File: config.mk
export PLATFORM = sky130hd
export DESIGN_NAME = uart_sample_packetizer_flat
export DESIGN_NICKNAME = d
export VERILOG_FILES = /design/src/rtl/uart_sample_packetizer_if.sv /design/src/rtl/uart_sample_packetizer.sv /design/src/flat_wrapper.sv
export SDC_FILE = /design/constraint.sdc
export NUM_CORES = 1
export LEC_CHECK = 0
export CAP_MARGIN = 20
export CORE_MARGIN = 5
export CORE_UTILIZATION = 25
export CTS_CLUSTER_DIAMETER = 30
export DETAILED_ROUTE_END_ITERATION = 12
export GPL_ROUTABILITY_DRIVEN = 0
export PLACE_DENSITY = 0.41
export SYNTH_ARGS = -nofsm -noshare
export SYNTH_HDL_FRONTEND = slang
export SYNTH_SLANG_ARGS = --single-unit
File: constraint.sdc
create_clock -name clk -period 2.45 [get_ports clk]
set_input_delay 0.6125 -clock clk [delete_from_list [all_inputs] [get_ports clk]]
set_output_delay 0.6125 -clock clk [all_outputs]
set_load 0.01 [all_outputs]
File: src/rtl/uart_sample_packetizer_if.sv
// Sample-stream and UART-transmit signals shared by the packetizer and its environment.
// The master side is the packetizer; the slave side is the sample source plus rs232_uart.
interface uart_sample_packetizer_if;
    logic [15:0] sample_in;
    logic        sample_valid;
    logic        sample_ready;
    logic [7:0]  tx_data;
    logic        tx_write;
    logic        tx_buffer_full;

    modport master (
        input  sample_in,
        input  sample_valid,
        input  tx_buffer_full,
        output sample_ready,
        output tx_data,
        output tx_write
    );

    modport slave (
        output sample_in,
        output sample_valid,
        output tx_buffer_full,
        input  sample_ready,
        input  tx_data,
        input  tx_write
    );
endinterface

File: src/rtl/uart_sample_packetizer.sv
// Frames 16-bit samples into HEADER/LEN/big-endian samples/XOR-checksum byte packets
// for the UART transmitter, spacing writes so a registered FIFO-full flag is never overrun.
module uart_sample_packetizer #(
    parameter int unsigned PKT_SAMPLES = 32,
    parameter logic [7:0]  HEADER      = 8'hA5
) (
    input  logic                     clk,
    input  logic                     reset,
    input  logic                     i_enable,
    uart_sample_packetizer_if.master bus,
    output logic                     o_busy,
    output logic [15:0]              o_pkt_count
);

    typedef enum logic [2:0] {
        IDLE,
        HDR,
        LEN,
        LOAD,
        MSB,
        LSB,
        CSUM
    } state_t;

    localparam logic [7:0] LEN_BYTE = 8'(PKT_SAMPLES);

    state_t      r_state;
    state_t      w_nextState;
    logic [15:0] r_hold;
    logic [7:0]  r_count;
    logic [7:0]  r_csum;
    logic [7:0]  r_txData;
    logic        r_txWrite;
    logic        r_holdoff;
    logic [15:0] r_pktCount;

    logic        w_canWrite;
    logic        w_take;
    logic        w_write;
    logic [7:0]  w_byte;

    assign w_canWrite = !bus.tx_buffer_full && !r_holdoff;
    assign w_take     = (r_state == LOAD) && bus.sample_valid;

    always_ff @(posedge clk or posedge reset) begin
        if (reset) begin
            r_state <= IDLE;
        end else begin
            r_state <= w_nextState;
        end
    end

    // Every emitting state offers its byte and advances only when the write is allowed.
    always_comb begin
        w_nextState = r_state;
        w_write     = 1'b0;
        w_byte      = r_txData;
        case (r_state)
            IDLE: begin
                if (i_enable && bus.sample_valid) begin
                    w_nextState = HDR;
                end
            end
            HDR: begin
                w_byte = HEADER;
                if (w_canWrite) begin
                    w_write     = 1'b1;
                    w_nextState = LEN;
                end
            end
            LEN: begin
                w_byte = LEN_BYTE;
                if (w_canWrite) begin
                    w_write     = 1'b1;
                    w_nextState = LOAD;
                end
            end
            LOAD: begin
                if (w_take) begin
                    w_nextState = MSB;
                end
            end
            MSB: begin
                w_byte = r_hold[15:8];
                if (w_canWrite) begin
                    w_write     = 1'b1;
                    w_nextState = LSB;
                end
            end
            LSB: begin
                w_byte = r_hold[7:0];
                if (w_canWrite) begin
                    w_write     = 1'b1;
                    w_nextState = (r_count == LEN_BYTE) ? CSUM : LOAD;
                end
            end
            CSUM: begin
                w_byte = r_csum;
                if (w_canWrite) begin
                    w_write     = 1'b1;
                    w_nextState = IDLE;
                end
            end
            default: begin
                w_nextState = IDLE;
            end
        endcase
    end

    // The holdoff flag blanks the cycle right after each write.
    always_ff @(posedge clk or posedge reset) begin
        if (reset) begin
            r_hold     <= 16'h0000;
            r_count    <= 8'h00;
            r_csum     <= 8'h00;
            r_txData   <= 8'h00;
            r_txWrite  <= 1'b0;
            r_holdoff  <= 1'b0;
            r_pktCount <= 16'h0000;
        end else begin
            r_txWrite <= w_write;
            r_holdoff <= w_write;
            if (w_write) begin
                r_txData <= w_byte;
            end
            if (w_take) begin
                r_hold  <= bus.sample_in;
                r_count <= r_count + 8'd1;
            end
            if (w_write) begin
                case (r_state)
                    HDR:      r_csum <= 8'h00;
                    LEN:      r_csum <= LEN_BYTE;
                    MSB, LSB: r_csum <= r_csum ^ w_byte;
                    CSUM: begin
                        r_count    <= 8'h00;
                        r_pktCount <= r_pktCount + 16'd1;
                    end
                    default: ;
                endcase
            end
        end
    end

    assign bus.tx_data      = r_txData;
    assign bus.tx_write     = r_txWrite;
    assign bus.sample_ready = (r_state == LOAD);
    assign o_busy           = (r_state != IDLE);
    assign o_pkt_count      = r_pktCount;

endmodule

File: src/flat_wrapper.sv
// flat-port wrapper written by rule: the top's interface ports become plain ports
module uart_sample_packetizer_flat 
#(
    parameter int unsigned PKT_SAMPLES = 32,
    parameter logic [7:0]  HEADER      = 8'hA5
)
  (clk, reset, i_enable, o_busy, o_pkt_count, bus_sample_in, bus_sample_valid, bus_tx_buffer_full, bus_sample_ready, bus_tx_data, bus_tx_write);
  uart_sample_packetizer_if bus_i ();
  input  logic clk;
  input  logic reset;
  input  logic i_enable;
  output logic o_busy;
  output logic [15:0] o_pkt_count;
  input wire logic [$bits(bus_i.sample_in)-1:0] bus_sample_in;
  input wire logic [$bits(bus_i.sample_valid)-1:0] bus_sample_valid;
  input wire logic [$bits(bus_i.tx_buffer_full)-1:0] bus_tx_buffer_full;
  output wire logic [$bits(bus_i.sample_ready)-1:0] bus_sample_ready;
  output wire logic [$bits(bus_i.tx_data)-1:0] bus_tx_data;
  output wire logic [$bits(bus_i.tx_write)-1:0] bus_tx_write;
  assign bus_i.sample_in = bus_sample_in;
  assign bus_i.sample_valid = bus_sample_valid;
  assign bus_i.tx_buffer_full = bus_tx_buffer_full;
  assign bus_sample_ready = bus_i.sample_ready;
  assign bus_tx_data = bus_i.tx_data;
  assign bus_tx_write = bus_i.tx_write;
  uart_sample_packetizer #(.PKT_SAMPLES(PKT_SAMPLES), .HEADER(HEADER)) u_core (.clk(clk), .reset(reset), .i_enable(i_enable), .bus(bus_i), .o_busy(o_busy), .o_pkt_count(o_pkt_count));
endmodule
==> impl_metrics.yaml, run 1 <==
sta:
  max_freq_ghz: 0.4251
  clock-skew-final_ns: 0.007885
  slew_headroom: 0.6243
  finalWorstSetupSlack_ns: 0.09762
  whs_ns: 0.4623
  drv_slew: 0
  fin_setup_tns_ns: 0
  layout_min_cycle_time_ns: 2.352
  fin_crit_sh: 0.9602
  rsz0062_at_grt: "no"
  setup_viol: 0
  hold_viol: 0
  tightest_slew_ns: 0.5635
layout:
  instances_no_fill: 524
  multi_input_area_sq_um: 1364
  diodes: 0
  final_common_cell: "nand2_1"
  fin_nets: 397
  layout_common_cells: "nand2_1 (66), dfrtp_1 (60), clkdlybuf4s50_1 (47)"
  synthToLayoutAreaGrowth_pct: 32.71
  fill_cells: 1263
  seq_area_sq_um: 1501
  design_area_sq_um: 3985
  layout-drive-gt1-share: 0.1088
setup_path:
  crit_type: "reg2out"
  cp-end-kind: "primary output"
  cp.required_ns: 1.84
  start_kind: "flip-flop"
  path_cells: "buf_6 > nand2_1 > nor2_1 > clkdlybuf4s50_1"
  worst_path_max_delay_cell: "clkdlybuf4s50_1"
  worstPathArrival_ns: 1.74
  worst-path-max-fanout: 16
  slowest_delay_ns: 0.56
yosys:
  synth_nets: 341
  synth_area_sq_um: 3003
  ys_ff_latch: 60
  synth_edf_count: 0
  synth_seq_area_share: 0.5000
  yosys_warnings: 0
  synth_area_per_cell_sq_um: 9.473
  synthDistinctLibCells: 55
  synthArstFlopShare: 1.000
  synthFlopType: "dfrtp_1"
  synthCells: 317
clocking:
  cts_setup_buffers: 0
  cts_hold_buf: 0
  cts_sinks: 60
  cts_buffers: 9
  root_buffer: "clkbuf_16"
  tritoncts: "built"
  clockBufferDepth: 2
  cts.clk_slew.worst_paths_ns: 0.05
  clock_latency_ns: 0.32
  cts-htree-levels: 3
routing:
  drc: 0
  drt_iter0_markers: 162
  routedWlPerCell_microns: 14.58
  dr.pass1.iters: 4
  vias: 2412
  vias_per_cell: 4.603
  drtAntennaViolNets: 0
  routed_wirelength_microns: 7638
status:
  status: "complete, no violations"
global_route:
  antenna_found_initial: 0
  grt_use_total: 0.1133
  grt_pass1_vias: 2496
  overflow: 0
  grt_max_degree: 61
  grt_pass1_wl_microns: 12890
placed_design:
  numPortBuffers: 47
  dp_cells: 509
  dpl_worst_slack_ns: 0.2041
  place_area_sq_um: 3690
  dp_hpwl_microns: 5292
floorplanning:
  start_util: 0.2521
  die_area_sq_um: 14300
  fp.dieW_microns: 119.6
  die_h_microns: 119.6
  core-area_sq_um: 11910
  fp-row-count: 40
  io_pins: 48
worst_hold_path:
  hold_class: "reg2reg"
power_and_ir_drop:
  power_density_nw_per_um2: 1063
  peakVddDrop_uv: 315.8
  p_leak_nw: 1.793
job:
  cap_violations: 0
==> routing by layer <==
| layer | track usage | routed length, microns | vias up |
|---|---|---|---|
| met5 | 0 | 0 | - |
| met4 | 0.04724 | 155 | 0 |
| met3 | 0.03299 | 285 | 10 |
| met2 | 0.1730 | 3501 | 47 |
| met1 | 0.1500 | 3695 | 1156 |
| li1 | - | - | 1199 |
==> report_power, final <==
part           switching, mW  total [mW]  internal, mW
sequential             0.213        1.50          1.29
combinational          0.806        1.49         0.687
clock                  0.440        1.24         0.802
==> flip-flops by register name (all words and copies together), names as in the netlist <==
| register | count |
|---|---|
| u_core.r_count | 8 |
| u_core.bus.tx_data | 8 |
| u_core.bus.tx_write | 1 |
| u_core.r_state | 3 |
| u_core.r_csum | 8 |
| u_core.r_hold | 16 |
| u_core.o_pkt_count | 16 |
==> metrics by stage <==
step / utilization / total power [mW]
2_1_floorplan: - / 2.450
3_3_place_gp: 0.3098 / 3.028
3_5_place_dp: 0.3098 / 3.024
4_1_cts: 0.3342 / 4.296
5_1_grt: 0.3346 / 4.555
6_report: 0.3346 / 4.238
==> cell families after synthesis <==
kind of cell | Yosys count | share of synthesized area
AND/OR/NAND/NOR | 147 | 0.2550
flip-flops | 60 | 0.5000
AO/OA/AOI/OAI | 52 | 0.1108
buffers and inverters | 30 | 0.04583
XOR/XNOR | 19 | 0.05542
multiplexers | 6 | 0.02042
adder cells (fa/ha/maj) | 3 | 0.01250
==> cells in the mapped netlist (5+ instances only) <==
cell type   n  area [sq um]
buf_2       8         40.04
o21ai_0    17         85.08
xor2_1      8         70.07
nand3_1    12         60.06
mux2i_1     5         50.05
nand2_1    66         247.7
dfrtp_1    60          1501
or3_1       8         50.05
nand4_1     5         31.28
nor2_1     18         67.56
xnor2_1    11         96.34
and2_1      5         31.28
inv_1      13         48.80
a21oi_1    15         75.07
==> worst paths after layout <==
| path | start | to | slack [ns] | cells past startpoint |
|---|---|---|---|---|
| max | u_core.r_state[0]$_DFFE_PP0P_ | bus_sample_ready | 0.1 | 4 |
| max in group asynchronous | reset | u_core.r_count[1]$_DFF_PP0_ | 1.49 | 3 |
| min | u_core.o_pkt_count[15]$_DFFE_PP0P_ | u_core.o_pkt_count[15]$_DFFE_PP0P_ | 0.46 | 1 |
| min reg2reg | u_core.o_pkt_count[15]$_DFFE_PP0P_ | u_core.o_pkt_count[15]$_DFFE_PP0P_ | 0.46 | 1 |
| max reg2reg | u_core.r_state[1]$_DFFE_PP0P_ | u_core.r_csum[5]$_DFFE_PP0P_ | 0.57 | 5 |
| min in group asynchronous | reset | u_core.o_pkt_count[12]$_DFFE_PP0P_ | 0.68 | 3 |
==> worst max-delay path, delay by kind of cell (launching register included) <==
kind                   cells  cell delay (ns)
flip-flops                 1             0.38
AND/OR/NAND/NOR            2             0.29
buffers and inverters      2             0.75
==> area by class of cell <==
type                       count  share of cell area
clock buffer                  10             0.05997
clock inverter                 5             0.01319
inverter                      14             0.01319
multi-input combinational    227              0.3422
sequential                    60              0.3768
tap                          147             0.04615
timing repair buffer          61              0.1485
==> repair_timing <==
action                                  in CTS  in global routing
endpoints found under the setup margin       0                  1
hold endpoints to repair                     0                  0
gates resized for setup                      0                  1
Note: power is estimated with default switching activity, not from simulation.
==> inputs of run 2 (changes only) <==
--- a/config.mk
+++ b/config.mk
@@ -12,6 +12,7 @@
 export DETAILED_ROUTE_END_ITERATION = 12
 export GPL_ROUTABILITY_DRIVEN = 0
 export PLACE_DENSITY = 0.41
+export REMOVE_ABC_BUFFERS = 1
 export SYNTH_ARGS = -nofsm -noshare
 export SYNTH_HDL_FRONTEND = slang
 export SYNTH_SLANG_ARGS = --single-unit
==> run 2 against run 1 <==
Routed wire length is 2.9% lower. Register-to-register slack worse by 0.08 ns. Die area stayed put. Critical path depth is 2 lower. Clock power is 9% higher. Sequential share of layout area is 0.28 points lower. Worst setup slack better by 0.029 ns. Critical endpoint is now o_busy. Largest power group unchanged.
==> impl_metrics.yaml, run 2 (same netlist as run 1, synthesis figures left out) <==
setup_path:
  worst-r2r-setup-slack_ns: 0.49
  path_cells: "or3_1 > clkdlybuf4s50_1"
  worst-path-max-fanout: 4
  cp-end-kind: "primary output"
  crit_type: "reg2out"
  rr_endpoint: "u_core.r_csum[0]$_DFFE_PP0P_"
  start_kind: "flip-flop"
  r2r_cells: 6
  cp.required_ns: 1.84
  slowest_delay_ns: 0.53
  worstPathArrival_ns: 1.71
  worst_path_max_delay_cell: "clkdlybuf4s50_1"
  crit-reg2reg-launch: "u_core.r_state[0]$_DFFE_PP0P_"
sta:
  finalWorstSetupSlack_ns: 0.1266
  tightest_slew_ns: 0.5235
  fin_setup_tns_ns: 0
  fin_crit_sh: 0.9483
  rsz0062_at_grt: "no"
  drv_slew: 0
  setup_viol: 0
  whs_ns: 0.4720
  layout_min_cycle_time_ns: 2.323
  slew_headroom: 0.6510
  clock-skew-final_ns: 0.009096
  max_freq_ghz: 0.4304
  hold_viol: 0
floorplanning:
  die_h_microns: 119.6
  io_pins: 48
  fp-row-count: 40
  core-area_sq_um: 11910
  die_area_sq_um: 14300
  start_util: 0.2521
  fp.dieW_microns: 119.6
layout:
  fin_nets: 398
  synthToLayoutAreaGrowth_pct: 33.71
  layout_common_cells: "nand2_1 (66), dfrtp_1 (60), clkdlybuf4s50_1 (47)"
  diodes: 0
  final_common_cell: "nand2_1"
  layout-drive-gt1-share: 0.1108
  instances_no_fill: 526
power_and_ir_drop:
  peakVddDrop_uv: 338.6
  power_density_nw_per_um2: 1075
  p_leak_nw: 1.813
worst_hold_path:
  hold_class: "reg2reg"
  min_to: "u_core.r_hold[11]$_DFFE_PP0P_"
  min_delay_path_depth: 2
  worstHoldStart: "u_core.r_hold[11]$_DFFE_PP0P_"
global_route:
  antenna_found_initial: 0
  overflow: 0
  grt_pass1_wl_microns: 12480
  grt_pass1_vias: 2420
  grt_use_total: 0.1109
  grt_max_degree: 61
clocking:
  cts_setup_buffers: 0
  cts-htree-levels: 3
  cts.clk_slew.worst_paths_ns: 0.05
  cts_buffers: 9
  cts_sinks: 60
  cts_resized: 0
  tritoncts: "built"
  clock_latency_ns: 0.33
  root_buffer: "clkbuf_16"
  clockBufferDepth: 2
  cts_hold_buf: 0
routing:
  drtAntennaViolNets: 0
  drc: 0
  vias_per_cell: 4.589
  vias: 2414
  routedWlPerCell_microns: 14.10
  routed_wirelength_microns: 7416
  dr.pass1.iters: 5
  drt_iter0_markers: 130
job:
  cap_violations: 0
placed_design:
  dpl_worst_slack_ns: 0.2029
  dp_hpwl_microns: 5310
  numPortBuffers: 47
  dp_cells: 510
status:
  status: "complete, no violations"
[run 2: where the power goes]
group / total, mW / internal [mW] / switching (mW)
Sequential: 1.49 / 1.29 / 0.201
Combinational: 1.48 / 0.677 / 0.802
Clock: 1.35 / 0.911 / 0.435
[run 2: worst max path at each step]
stage,start,to
global route,u_core.r_state[0]$_DFFE_PP0P_,bus_sample_ready
CTS,u_core.r_state[0]$_DFFE_PP0P_,o_busy
finish,u_core.r_state[0]$_DFFE_PP0P_,o_busy
floorplan,reset,u_core.bus.tx_data[0]$_DFFE_PP0P_
global placement,bus_tx_buffer_full,u_core.o_pkt_count[15]$_DFFE_PP0P_
detailed placement,bus_tx_buffer_full,u_core.o_pkt_count[15]$_DFFE_PP0P_
[run 2: layer usage]
metal	up-vias	global-route usage	wire, microns
met5	-	0	0
met1	1151	0.1437	3556
met4	0	0.06013	169
met2	41	0.1706	3414
met3	13	0.02639	275
li1	1209	-	-
[run 2: layout make-up]
cell class                 instances  area [sq um]
fill                            1252          7896
sequential                        60          1501
multi-input combinational        227          1364
timing repair buffer              62         595.6
clock buffer                      11         242.7
tap                              147         183.9
clock inverter                     5         75.07
inverter                          14         52.55
[run 2: through the flow]
| step | instance area (sq um) | utilization | power [mW] |
|---|---|---|---|
| CTS | 4015 | 0.3371 | 4.390 |
| finish | 4015 | 0.3371 | 4.316 |
| floorplan | 2918 | - | 2.374 |
| global placement | 3697 | 0.3104 | 3.006 |
| global route | 4015 | 0.3371 | 4.631 |
| detailed placement | 3697 | 0.3104 | 3.009 |
[run 2: critical path: cells and delay by family, from the launching register on]
family        cells  cell delay, ns
flops             1            0.39
buf+inv           1            0.53
simple gates      1            0.47
==> inputs of run 3 (changes only) <==
--- a/config.mk
+++ b/config.mk
@@ -8,6 +8,7 @@
 export CAP_MARGIN = 20
 export CORE_MARGIN = 5
 export CORE_UTILIZATION = 25
+export CTS_BUF_LIST = sky130_fd_sc_hd__clkbuf_4
 export CTS_CLUSTER_DIAMETER = 30
 export DETAILED_ROUTE_END_ITERATION = 12
 export GPL_ROUTABILITY_DRIVEN = 0
==> run 3 against run 2 <==
Utilization decreased by 1.4 points. Critical path type unchanged. Die area unchanged. Worst hold slack improved by 0.0065 ns. Global-route usage about the same. Non-clock buffer count unchanged. Maximum frequency increased by 3.7%.
==> impl_metrics.yaml, run 3 (same netlist as run 1, synthesis figures left out) <==
status:
  status: "complete, no violations"
power_and_ir_drop:
  peakVddDrop_uv: 228.5
  p_leak_nw: 1.745
  power_density_nw_per_um2: 974.1
  total_power_mw: 3.752
routing:
  dr.pass1.iters: 5
  drc: 0
  top_layer: "met4"
  drtAntennaViolNets: 0
  dr_wl_met3_microns: 284
  wl_met1_microns: 3596
  dr_wl_met2_microns: 3390
  routed_wirelength_microns: 7467
  routedWlPerCell_microns: 14.17
  drt_iter0_markers: 130
  vias_per_cell: 4.600
  vias: 2424
floorplanning:
  fp.dieW_microns: 119.6
  die_area_sq_um: 14300
  core-area_sq_um: 11910
  die_h_microns: 119.6
  io_pins: 48
  start_util: 0.2521
  fp-row-count: 40
layout:
  design_area_sq_um: 3851
  synthToLayoutAreaGrowth_pct: 28.25
  layout-drive-gt1-share: 0.1108
  fin_nets: 398
  layout_common_cells: "nand2_1 (66), dfrtp_1 (60), clkdlybuf4s50_1 (45)"
  final_common_cell: "nand2_1"
setup_path:
  worstPathArrival_ns: 1.63
  cp-end-kind: "primary output"
  crit_end: "o_busy"
  critPathLaunch: "u_core.r_state[0]$_DFFE_PP0P_"
  cp.required_ns: 1.84
  worst-path-max-fanout: 4
  rr_endpoint: "u_core.r_csum[0]$_DFFE_PP0P_"
  start_kind: "flip-flop"
  crit-reg2reg-launch: "u_core.r_state[0]$_DFFE_PP0P_"
  worst-r2r-setup-slack_ns: 0.46
  r2r_cells: 6
  crit_type: "reg2out"
placed_design:
  numPortBuffers: 47
  dp_hpwl_microns: 5310
  place_area_sq_um: 3697
sta:
  max_freq_ghz: 0.4463
  layout_min_cycle_time_ns: 2.241
  drv_slew: 0
  fin_setup_tns_ns: 0
  slew_headroom: 0.6496
  hold_viol: 0
  whs_ns: 0.4784
  clock-skew-final_ns: 0.01474
  fin_crit_sh: 0.9146
  setup_viol: 0
  rsz0062_at_grt: "no"
  tightest_slew_ns: 0.5257
global_route:
  antenna_found_initial: 1
  overflow: 0
  grt_max_degree: 61
  grt_pass1_vias: 2411
  grt_pass1_wl_microns: 12480
  grt_use_total: 0.1111
job:
  cap_violations: 0
clocking:
  cts_setup_buffers: 0
  cts_buffers: 9
  root_buffer: "clkbuf_4"
  cts.clk_slew.worst_paths_ns: 0.10
  clockBufferDepth: 2
  cts_resized: 2
  cts-htree-levels: 3
  cts_hold_buf: 0
  cts_sinks: 60
  tritoncts: "built"
  clock_latency_ns: 0.43
worst_hold_path:
  hold_class: "reg2reg"
run 3: cell count changes in the layout (fill, tap and decap cells not counted), sizes merged:
| cell | delta |
|---|---|
| clkbuf | -1 |
| dlygate4sd2 | +2 |
| diode | +1 |
| clkinv | +1 |
| clkdlybuf4s50 | -2 |
run 3: cell type report:
class                   instances  area [sq um]
inverters                      14         52.55
flip-flops and latches         60          1501
clock inverters                 6         78.83
diodes                          1         2.502
repair buffers                 62         593.1
fillers                      1280          8060
multi-input cells             227          1364
well taps                     147         183.9
clock buffers                  10         75.07
run 3: worst min-delay path by stage:
stage,startpoint,to,depth (start not counted)
after floorplan,u_core.r_hold[14]$_DFFE_PP0P_,u_core.r_hold[14]$_DFFE_PP0P_,2
after global placement,u_core.o_pkt_count[15]$_DFFE_PP0P_,u_core.o_pkt_count[15]$_DFFE_PP0P_,1
after detailed placement,u_core.r_hold[13]$_DFFE_PP0P_,u_core.r_hold[13]$_DFFE_PP0P_,2
after CTS,u_core.o_pkt_count[15]$_DFFE_PP0P_,u_core.o_pkt_count[15]$_DFFE_PP0P_,1
after global routing,u_core.o_pkt_count[15]$_DFFE_PP0P_,u_core.o_pkt_count[15]$_DFFE_PP0P_,1
final,u_core.o_pkt_count[15]$_DFFE_PP0P_,u_core.o_pkt_count[15]$_DFFE_PP0P_,1
run 3: critical path, cell delays in order (launching register included):
cell,delay (ns)
dfrtp_1,0.41
or3_1,0.46
dlygate4sd2_1,0.33
run 3: layer usage:
metal	track usage	vias up
met1	0.1432	1155
met5	0	-
met2	0.1709	46
met3	0.02639	13
li1	-	1210
met4	0.06228	0
run 3: metrics by stage:
step           utilization  std cells  worst slack [ns]
2_1_floorplan            -        301            0.3528
3_3_place_gp        0.3104        510            0.1998
6_report            0.3233        527            0.2092
4_1_cts             0.3231        526            0.1884
5_1_grt             0.3233        527            0.1341
3_5_place_dp        0.3104        510            0.2029
run 3: power by group:
group | switching (mW) | internal, mW | leakage, nW
sequential | 0.201 | 1.28 | 0.790
combinational | 0.803 | 0.666 | 0.867
clock | 0.381 | 0.417 | 0.0876
total | 1.38 | 2.37 | 1.75
